### src/rtl/key_event_pkg.sv
// Alarm-clock UI package: key FSM state encoding and default press timing (ms).
package key_event_pkg;

  typedef enum logic [1:0] {
    ST_IDLE,
    ST_HOLD,
    ST_REPEAT
  } key_state_e;

  localparam int unsigned KEY_LONG_MS   = 2000;
  localparam int unsigned KEY_REPEAT_MS = 250;

endpackage

### src/rtl/key_event_if.sv
// Button-in / UI-events-out bundle between the debouncer side and the setting FSMs.
interface key_event_if;
  logic i_en;
  logic i_btn;
  logic o_press;
  logic o_release;
  logic o_long_press;
  logic o_rpt;
  logic o_held;

  modport master (
    output i_en, i_btn,
    input  o_press, o_release, o_long_press, o_rpt, o_held
  );

  modport slave (
    input  i_en, i_btn,
    output o_press, o_release, o_long_press, o_rpt, o_held
  );
endinterface

### src/rtl/key_edge.sv
// Button level history and rising-edge decode; history resets to "pressed"
// so a button held through reset never looks like a fresh press.
module key_edge (
  input  logic clk,
  input  logic rst_n,
  input  logic i_btn,
  output logic o_rise
);

  logic r_btn_q;

  always_ff @(posedge clk or negedge rst_n) begin
    if (!rst_n) r_btn_q <= 1'b1;
    else        r_btn_q <= i_btn;
  end

  assign o_rise = i_btn & ~r_btn_q;

endmodule

### src/rtl/key_event.sv
// Turns a debounced button level into press/release/long-press/auto-repeat pulses.
module key_event
  import key_event_pkg::*;
#(
  parameter int unsigned LONG_TICKS   = KEY_LONG_MS,
  parameter int unsigned REPEAT_TICKS = KEY_REPEAT_MS,
  parameter int unsigned CNT_W        = 12
) (
  input  logic        clk,
  input  logic        rst_n,
  key_event_if.slave  kbus
);

  localparam logic [CNT_W-1:0] LONG_LAST   = CNT_W'(LONG_TICKS - 1);
  localparam logic [CNT_W-1:0] REPEAT_LAST = CNT_W'(REPEAT_TICKS - 1);

  key_state_e       r_state, w_nxt_state;
  logic [CNT_W-1:0] r_cnt, w_nxt_cnt;
  logic             r_press, r_release, r_long, r_rpt, r_held;
  logic             w_press, w_release, w_long, w_rpt;
  logic             w_rise;

  key_edge u_edge (
    .clk    (clk),
    .rst_n  (rst_n),
    .i_btn  (kbus.i_btn),
    .o_rise (w_rise)
  );

  always_comb begin
    w_nxt_state = r_state;
    w_nxt_cnt   = r_cnt;
    w_press     = 1'b0;
    w_release   = 1'b0;
    w_long      = 1'b0;
    w_rpt       = 1'b0;
    if (!kbus.i_en) begin
      w_nxt_state = ST_IDLE;
      w_nxt_cnt   = '0;
    end else begin
      unique case (r_state)
        ST_IDLE: begin
          if (w_rise) begin
            w_press     = 1'b1;
            w_nxt_cnt   = '0;
            w_nxt_state = ST_HOLD;
          end
        end
        ST_HOLD: begin
          // Release is checked first so it beats a coincident terminal count.
          if (!kbus.i_btn) begin
            w_release   = 1'b1;
            w_nxt_cnt   = '0;
            w_nxt_state = ST_IDLE;
          end else if (r_cnt == LONG_LAST) begin
            w_long      = 1'b1;
            w_nxt_cnt   = '0;
            w_nxt_state = ST_REPEAT;
          end else begin
            w_nxt_cnt = r_cnt + CNT_W'(1);
          end
        end
        ST_REPEAT: begin
          if (!kbus.i_btn) begin
            w_release   = 1'b1;
            w_nxt_cnt   = '0;
            w_nxt_state = ST_IDLE;
          end else if (r_cnt == REPEAT_LAST) begin
            w_rpt     = 1'b1;
            w_nxt_cnt = '0;
          end else begin
            w_nxt_cnt = r_cnt + CNT_W'(1);
          end
        end
        default: begin
          w_nxt_state = ST_IDLE;
          w_nxt_cnt   = '0;
        end
      endcase
    end
  end

  always_ff @(posedge clk or negedge rst_n) begin
    if (!rst_n) begin
      r_state   <= ST_IDLE;
      r_cnt     <= '0;
      r_press   <= 1'b0;
      r_release <= 1'b0;
      r_long    <= 1'b0;
      r_rpt     <= 1'b0;
      r_held    <= 1'b0;
    end else begin
      r_state   <= w_nxt_state;
      r_cnt     <= w_nxt_cnt;
      r_press   <= w_press;
      r_release <= w_release;
      r_long    <= w_long;
      r_rpt     <= w_rpt;
      r_held    <= (w_nxt_state != ST_IDLE);
    end
  end

  assign kbus.o_press      = r_press;
  assign kbus.o_release    = r_release;
  assign kbus.o_long_press = r_long;
  assign kbus.o_rpt        = r_rpt;
  assign kbus.o_held       = r_held;

endmodule

### src/flat_wrapper.sv
// flat-port wrapper written by rule: the top's interface ports become plain ports
module key_event_flat import key_event_pkg::*;
#(
  parameter int unsigned LONG_TICKS   = KEY_LONG_MS,
  parameter int unsigned REPEAT_TICKS = KEY_REPEAT_MS,
  parameter int unsigned CNT_W        = 12
)
  (clk, rst_n, kbus_i_en, kbus_i_btn, kbus_o_press, kbus_o_release, kbus_o_long_press, kbus_o_rpt, kbus_o_held);
  key_event_if kbus_i ();
  input  logic clk;
  input  logic rst_n;
  input wire logic [$bits(kbus_i.i_en)-1:0] kbus_i_en;
  input wire logic [$bits(kbus_i.i_btn)-1:0] kbus_i_btn;
  output wire logic [$bits(kbus_i.o_press)-1:0] kbus_o_press;
  output wire logic [$bits(kbus_i.o_release)-1:0] kbus_o_release;
  output wire logic [$bits(kbus_i.o_long_press)-1:0] kbus_o_long_press;
  output wire logic [$bits(kbus_i.o_rpt)-1:0] kbus_o_rpt;
  output wire logic [$bits(kbus_i.o_held)-1:0] kbus_o_held;
  assign kbus_i.i_en = kbus_i_en;
  assign kbus_i.i_btn = kbus_i_btn;
  assign kbus_o_press = kbus_i.o_press;
  assign kbus_o_release = kbus_i.o_release;
  assign kbus_o_long_press = kbus_i.o_long_press;
  assign kbus_o_rpt = kbus_i.o_rpt;
  assign kbus_o_held = kbus_i.o_held;
  key_event #(.LONG_TICKS(LONG_TICKS), .REPEAT_TICKS(REPEAT_TICKS), .CNT_W(CNT_W)) u_core (.clk(clk), .rst_n(rst_n), .kbus(kbus_i));
endmodule
### config.mk
export PLATFORM = sky130hd
export DESIGN_NAME = key_event_flat
export DESIGN_NICKNAME = d
export VERILOG_FILES = /design/src/rtl/key_event_pkg.sv /design/src/rtl/key_event_if.sv /design/src/rtl/key_edge.sv /design/src/rtl/key_event.sv /design/src/flat_wrapper.sv
export SDC_FILE = /design/constraint.sdc
export NUM_CORES = 1
export LEC_CHECK = 0
export BUFFER_PORTS_ARGS = -buffer_cell sky130_fd_sc_hd__buf_2
export CAP_MARGIN = 15
export CORE_MARGIN = 8
export CORE_UTILIZATION = 51
export DETAILED_ROUTE_END_ITERATION = 6
export PLACE_DENSITY = 0.73
export SLEW_MARGIN = 40
export SYNTH_ARGS = -nofsm -noshare
export SYNTH_HDL_FRONTEND = slang
export SYNTH_SLANG_ARGS = --single-unit
### constraint.sdc
create_clock -name clk -period 1.66 [get_ports clk]
set_input_delay 0.083 -clock clk [delete_from_list [all_inputs] [get_ports clk]]
set_output_delay 0.083 -clock clk [all_outputs]
set_load 0.02 [all_outputs]
Word-level counts from Yosys, hierarchy flattened
Cells that the tools add are included.
{ "classes": {"n_reduce_logical": 3, "bitwise_logic": 2, "addsub": 1, "mux": 27, "eq_ne": 5} }
{ "op_table": {"columns": ["operator", "count"], "rows": [
  ["$mux 12", 6],
  ["$pmux 12 s3", 1],
  ["$mux 1", 14],
  ["$add 12x1->12 const B", 1],
  ["$eq 12x11->1 const B", 1],
  ["$eq 12x8->1 const B", 1],
  ["$mux 2", 5],
  ["$pmux 2 s3", 1],
  ["$ne 3x3->1 const B", 1],
  ["$eq 2x1->1 const B", 1],
  ["$eq 2x2->1 const B", 1],
  ["$logic_not 2->1", 1],
  ["$reduce_bool 2->1", 1],
  ["$reduce_or 2->1", 1],
  ["$and 1x1->1", 1],
  ["$not 1->1", 1]
]} }
{ "word_totals": {"in_bits": 4, "register_bits": 20, "wordCells": 46, "output_inout_bits": 5} }

Depth between registers and ports, before layout
{ "depth": {"word_depth": 6, "ltp_mapped": 9, "mapped_depth_nobuf": 7} }

By module
From an unflattened synthesis, not the netlist that was laid out.
{ "unflattened": {"hier_cells": 114, "area_unflattened_um2": 1116.1} }
{ "by_module_without_submodules": {"columns": ["mod", "seq_area_each_um2", "cells_per_inst", "instances", "area_each_um2"], "rows": [
  ["key_event", 475.5, 112, 1, 1076.0],
  ["key_edge", 26.3, 2, 1, 40.0]
]} }

Worst setup path before layout
No wires, ideal clock.
{ "synth_path": {"path_kind": "register to register", "startpoint": "register u_core.r_cnt[0]", "endpoint": "register u_core.r_cnt[10]", "setup_ps": 121, "required_ps": 1539, "setup_slack_ps": -97, "n_path_buf": 2, "stages_incl_launch_ff": 8, "period_less_slack_ps": 1757, "arrival_time_ps": 1636, "path_cell_list": "dfrtp_1 -> ha_1 -> and3_1 -> nand4_2 -> a32o_2 -> buf_6 -> buf_6 -> a22o_1"} }
{ "synth_between": {"elab_chain_len": 5, "elab_cells_between_ends": 9, "classes_between": "1 x add/sub; 2 x eq/ne; 6 x mux"} }
{ "synth_rtl": {"columns": ["item", "line_no", "text"], "rows": [
  ["start, declared", "key_event.sv:18", "logic [CNT_W-1:0] r_cnt, w_nxt_cnt;"],
  ["start signal, assigned", "key_event.sv:94", "r_cnt <= w_nxt_cnt;"],
  ["$add 12x1->12, or another cell as far along", "key_event.sv:60, key_event.sv:72", null],
  ["$mux 12 (on tied branches)", "key_event.sv:68, key_event.sv:55", null],
  ["$mux 12 (on tied branches)", "key_event.sv:64, key_event.sv:51", null],
  ["$pmux 12 s3 (*)", "key_event.sv:41", "unique case (r_state)"],
  ["$mux 12 (*)", "key_event.sv:37", "if (!kbus.i_en) begin"]
]} }
Mark *: on every way between the ends. The rest lies on a longest branch, timed or not.
A chain may end at the register's enable or synchronous reset.

Worst setup path after layout
{ "layout_path": {"startpoint": "register u_core.r_cnt[1]", "endpoint": "register u_core.r_cnt[1]"} }
Same word-level chain as after synthesis.

==> impl_metrics.csv <==
group,metric,value,unit
cells_and_area,stdcell_area,0.00153,sq mm
floorplan,die_w,62.0,um
critical_path,worst-setup-path-type,"register to register",
pwr,powerDensity,571,mW/mm^2
critical_path,end_kind,"register",
sta,setup_violations,14,
cells_and_area,finalNetCount,169,
placed_design,portBuffers,8,
sta,hold_slack,0.0817,ns
sta,setup_ws,-0.138,ns
critical_path,crit-reg2reg-launch,"u_core.r_cnt[1]$_DFFE_PN0P_",
run_status,violations,"setup timing",
routing,wl_per_cell,15.2,um
critical_path,worstSetupStartpointType,"register",
global_routing,antenna_found_initial,0,
critical_path,path_buf_inv,3,
routing,first_iter_violations,61,
synthesis,ys_top_cells_by_count,"19 x dfrtp_1, 14 x a21oi_1, 14 x nand2_1",
routing,routed_wl,2810,um
critical_path,crit_fanout,5,
routing,vias_per_cell,5.76,
global_routing,gr-max-usage-layer,"met2",
sta,final-hold-violation-count,0,
sta,period_needed,1.80,ns
synthesis,synth_top_area_cell,"dfrtp_1",
floorplan,io_pins,9,
global_routing,grt_pass1_wl,4530,um
floorplan,die_h,62.0,um
placed_design,placed_area,0.00134,sq mm
routing,drc,0,
clock_network,numCtsBuffers,3,
synthesis,ys_seq_elements,20,
sta,worst_slew_pin_slew,0.440,ns
floorplan,die_area,0.00385,sq mm
synthesis,yosysSeqAreaShare,46.4,%
global_routing,grtUsageMet3,3.29,%
global_routing,overflow,0,
critical_path,crit_family,"flip-flops",
clock_network,cts-root-buf,"clkbuf_4",
global_routing,grt_usage,16.0,%
sta,slew_violations,0,
worst_hold_path,min_path_cells,2,
cells_and_area,synthToLayoutAreaGrowth,41.7,%
pwr,ir_worst_vdd,0.618,mV
worst_hold_path,hold_end,"u_core.kbus.o_long_press$_DFF_PN0_",
critical_path,cp.required,1.84,ns
sta,fmax,556,MHz
critical_path,path_depth,8,
synthesis,netlist_instances,115,
routing,first_pass_iters,5,
synthesis,yosys-top-cells-area,"dfrtp_1 44%, ha_1 6.9%, a21oi_1 6.5%, nand2_1 4.9%, a31oi_1 3.5%",
synthesis,avgSynthCellArea,9.40,sq um
sta,period_share,108,%
global_routing,grt_start_max_net_pins,21,
clock_network,cts_sinks,20,
run_status,status,"finished with violations",
cells_and_area,utilization,77.3,%
critical_path,rrSetupSlack,-0.14,ns
synthesis,synth_top_flop_cell,"dfrtp_1",
clock_network,clockBufferDepth,2,
routing,ant_nets,0,
pwr,p_leak,0.725,nW
clock_network,htreeDepth,1,
critical_path,slowest_delay,0.43,ns
sta,maxSlewHeadroom,70.5,%
sta,tns,-1.29,ns
worst_hold_path,worstHoldStart,"kbus_i_en",
critical_path,path_cells,"inv_2 -> ha_4 -> and4bb_2 -> nand4_1 -> a32o_2 -> buf_6 -> inv_2 -> o22ai_1",
clock_network,clk_pin_slew,0.11,ns
synthesis,syn_area,0.00108,sq mm
critical_path,cp_common_cell,"inv_2",
synthesis,synth_edf_count,0,
placed_design,place_congestion,0.883,
critical_path,crit_start,"u_core.r_cnt[1]$_DFFE_PN0P_",
critical_path,r2r_cells,8,
routing,vias,1065,
critical_path,timing.rr.end,"u_core.r_cnt[1]$_DFFE_PN0P_",
pwr,finalPower,0.875,mW
critical_path,cp.arrival,1.98,ns
floorplan,start_util,54.5,%
floorplan,rows,16,
sta,rsz0062_at_grt,"yes",
synthesis,synth_fp_nets,125,
global_routing,use_met1,19.0,%
cells_and_area,n_fill_cell,145,
worst_hold_path,hold_class,"input port to register",
synthesis,synth_most_common_cell,"dfrtp_1",
global_routing,grt_pass1_vias,1018,
cells_and_area,seqCellArea,503,sq um
global_routing,use_met2,27.4,%
flow_run,cap_violations,0,
synthesis,yosysWarnings,0,
synthesis,post_synth_num_cell_types,30,
cells_and_area,layout-drive-gt1-share,39.9,%
placed_design,post-dp-hpwl,1790,um
synthesis,yosys.area.top_type_share,44.0,%
clock_network,clk_latency,0.30,ns
critical_path,cp_slowest_cell,"dfrtp_1",
sta,fin_skew,0.0102,ns
floorplan,core-area,0.00198,sq mm
clock_network,tritoncts,"done",
cells_and_area,num_antenna_cells,0,
cells_and_area,multi_input_area,672,sq um
synthesis,async_flop_share,100,%
-- area by class of cell --
type | instances | share of cell area, %
multi-input combinational | 91 | 43.9
clock buffer | 4 | 1.72
tap | 27 | 2.21
inverter | 5 | 1.23
timing repair buffer | 38 | 18.1
sequential | 20 | 32.8
-- through the flow --
step,std cells,setup WS [ns]
after floorplan,115,-0.0594
after global placement,173,-0.126
after detailed placement,173,-0.151
after CTS,183,-0.115
after global routing,185,-0.250
final,185,-0.138
-- routing by layer --
metal / share of wire, % / wire length (um)
met1: 42 / 1180
met3: 5.7 / 159
met5: 0 / 0
met4: 1.3 / 37
met2: 51 / 1440
-- cells by family (layout without fill, tap and decap cells) --
group | count (synthesis) | in the layout | share of synthesized area [%]
compound gates | 30 | 33 | 17.1
simple gates | 49 | 49 | 23.1
buf+inv | 7 | 47 | 3.82
flops | 20 | 20 | 46.4
xor+xnor | 2 | 2 | 1.62
mux | 1 | 1 | 0.926
fa+ha+maj | 6 | 6 | 6.94
-- what timing repair did --
item                                   4_1_cts  5_1_grt
pin swaps                                    6        3
endpoints found under the hold margin       20        0
setup buffers                                2        1
hold buffers                                 2        0
setup endpoints to repair                   13       14
gates cloned                                 2        1
resized for setup                            9       13
-- flip-flops by register name (all words and copies together) (netlist names) --
name / cells
u_core.kbus.o_held: 1
u_core.kbus.o_long_press: 1
u_core.kbus.o_press: 1
u_core.kbus.o_release: 1
u_core.kbus.o_rpt: 1
u_core.r_cnt: 12
u_core.r_state: 2
u_core.u_edge.r_btn_q: 1
-- layout by cell type, fill, tap and decap left out, types with 2 or more instances in the layout --
| cell | n |
|---|---|
| nor2_1 | 8 |
| buf_4 | 26 |
| nand3_1 | 7 |
| dfrtp_1 | 18 |
| buf_6 | 2 |
| dlygate4sd3_1 | 2 |
| inv_2 | 2 |
| a21oi_2 | 6 |
| buf_2 | 8 |
| nand2_1 | 14 |
| a22o_1 | 2 |
| inv_1 | 3 |
| nand4_1 | 2 |
| a32o_2 | 3 |
| nand2b_1 | 2 |
| a31oi_1 | 6 |
| ha_1 | 4 |
| o21ai_0 | 2 |
| and3_1 | 3 |
| a21oi_1 | 8 |
| and2_1 | 4 |
| nor3_1 | 3 |
| clkbuf_4 | 3 |
-- report_power, final --
part / leakage, nW / switching, mW / total, mW / internal, mW
clock: 0.0150 / 0.144 / 0.238 / 0.0937
sequential: 0.273 / 0.00696 / 0.505 / 0.498
combinational: 0.437 / 0.0721 / 0.132 / 0.0601
-- worst max-delay path by stage --
stage                                  endpoint  slack (ns)
floorplan           u_core.r_cnt[6]$_DFFE_PN0P_       -0.06
global placement    u_core.r_cnt[0]$_DFFE_PN0P_       -0.13
detailed placement  u_core.r_cnt[1]$_DFFE_PN0P_       -0.15
CTS                 u_core.r_cnt[0]$_DFFE_PN0P_       -0.12
global route        u_core.r_cnt[7]$_DFFE_PN0P_       -0.25
finish              u_core.r_cnt[1]$_DFFE_PN0P_       -0.14
Power figures use the tool's default switching activity.
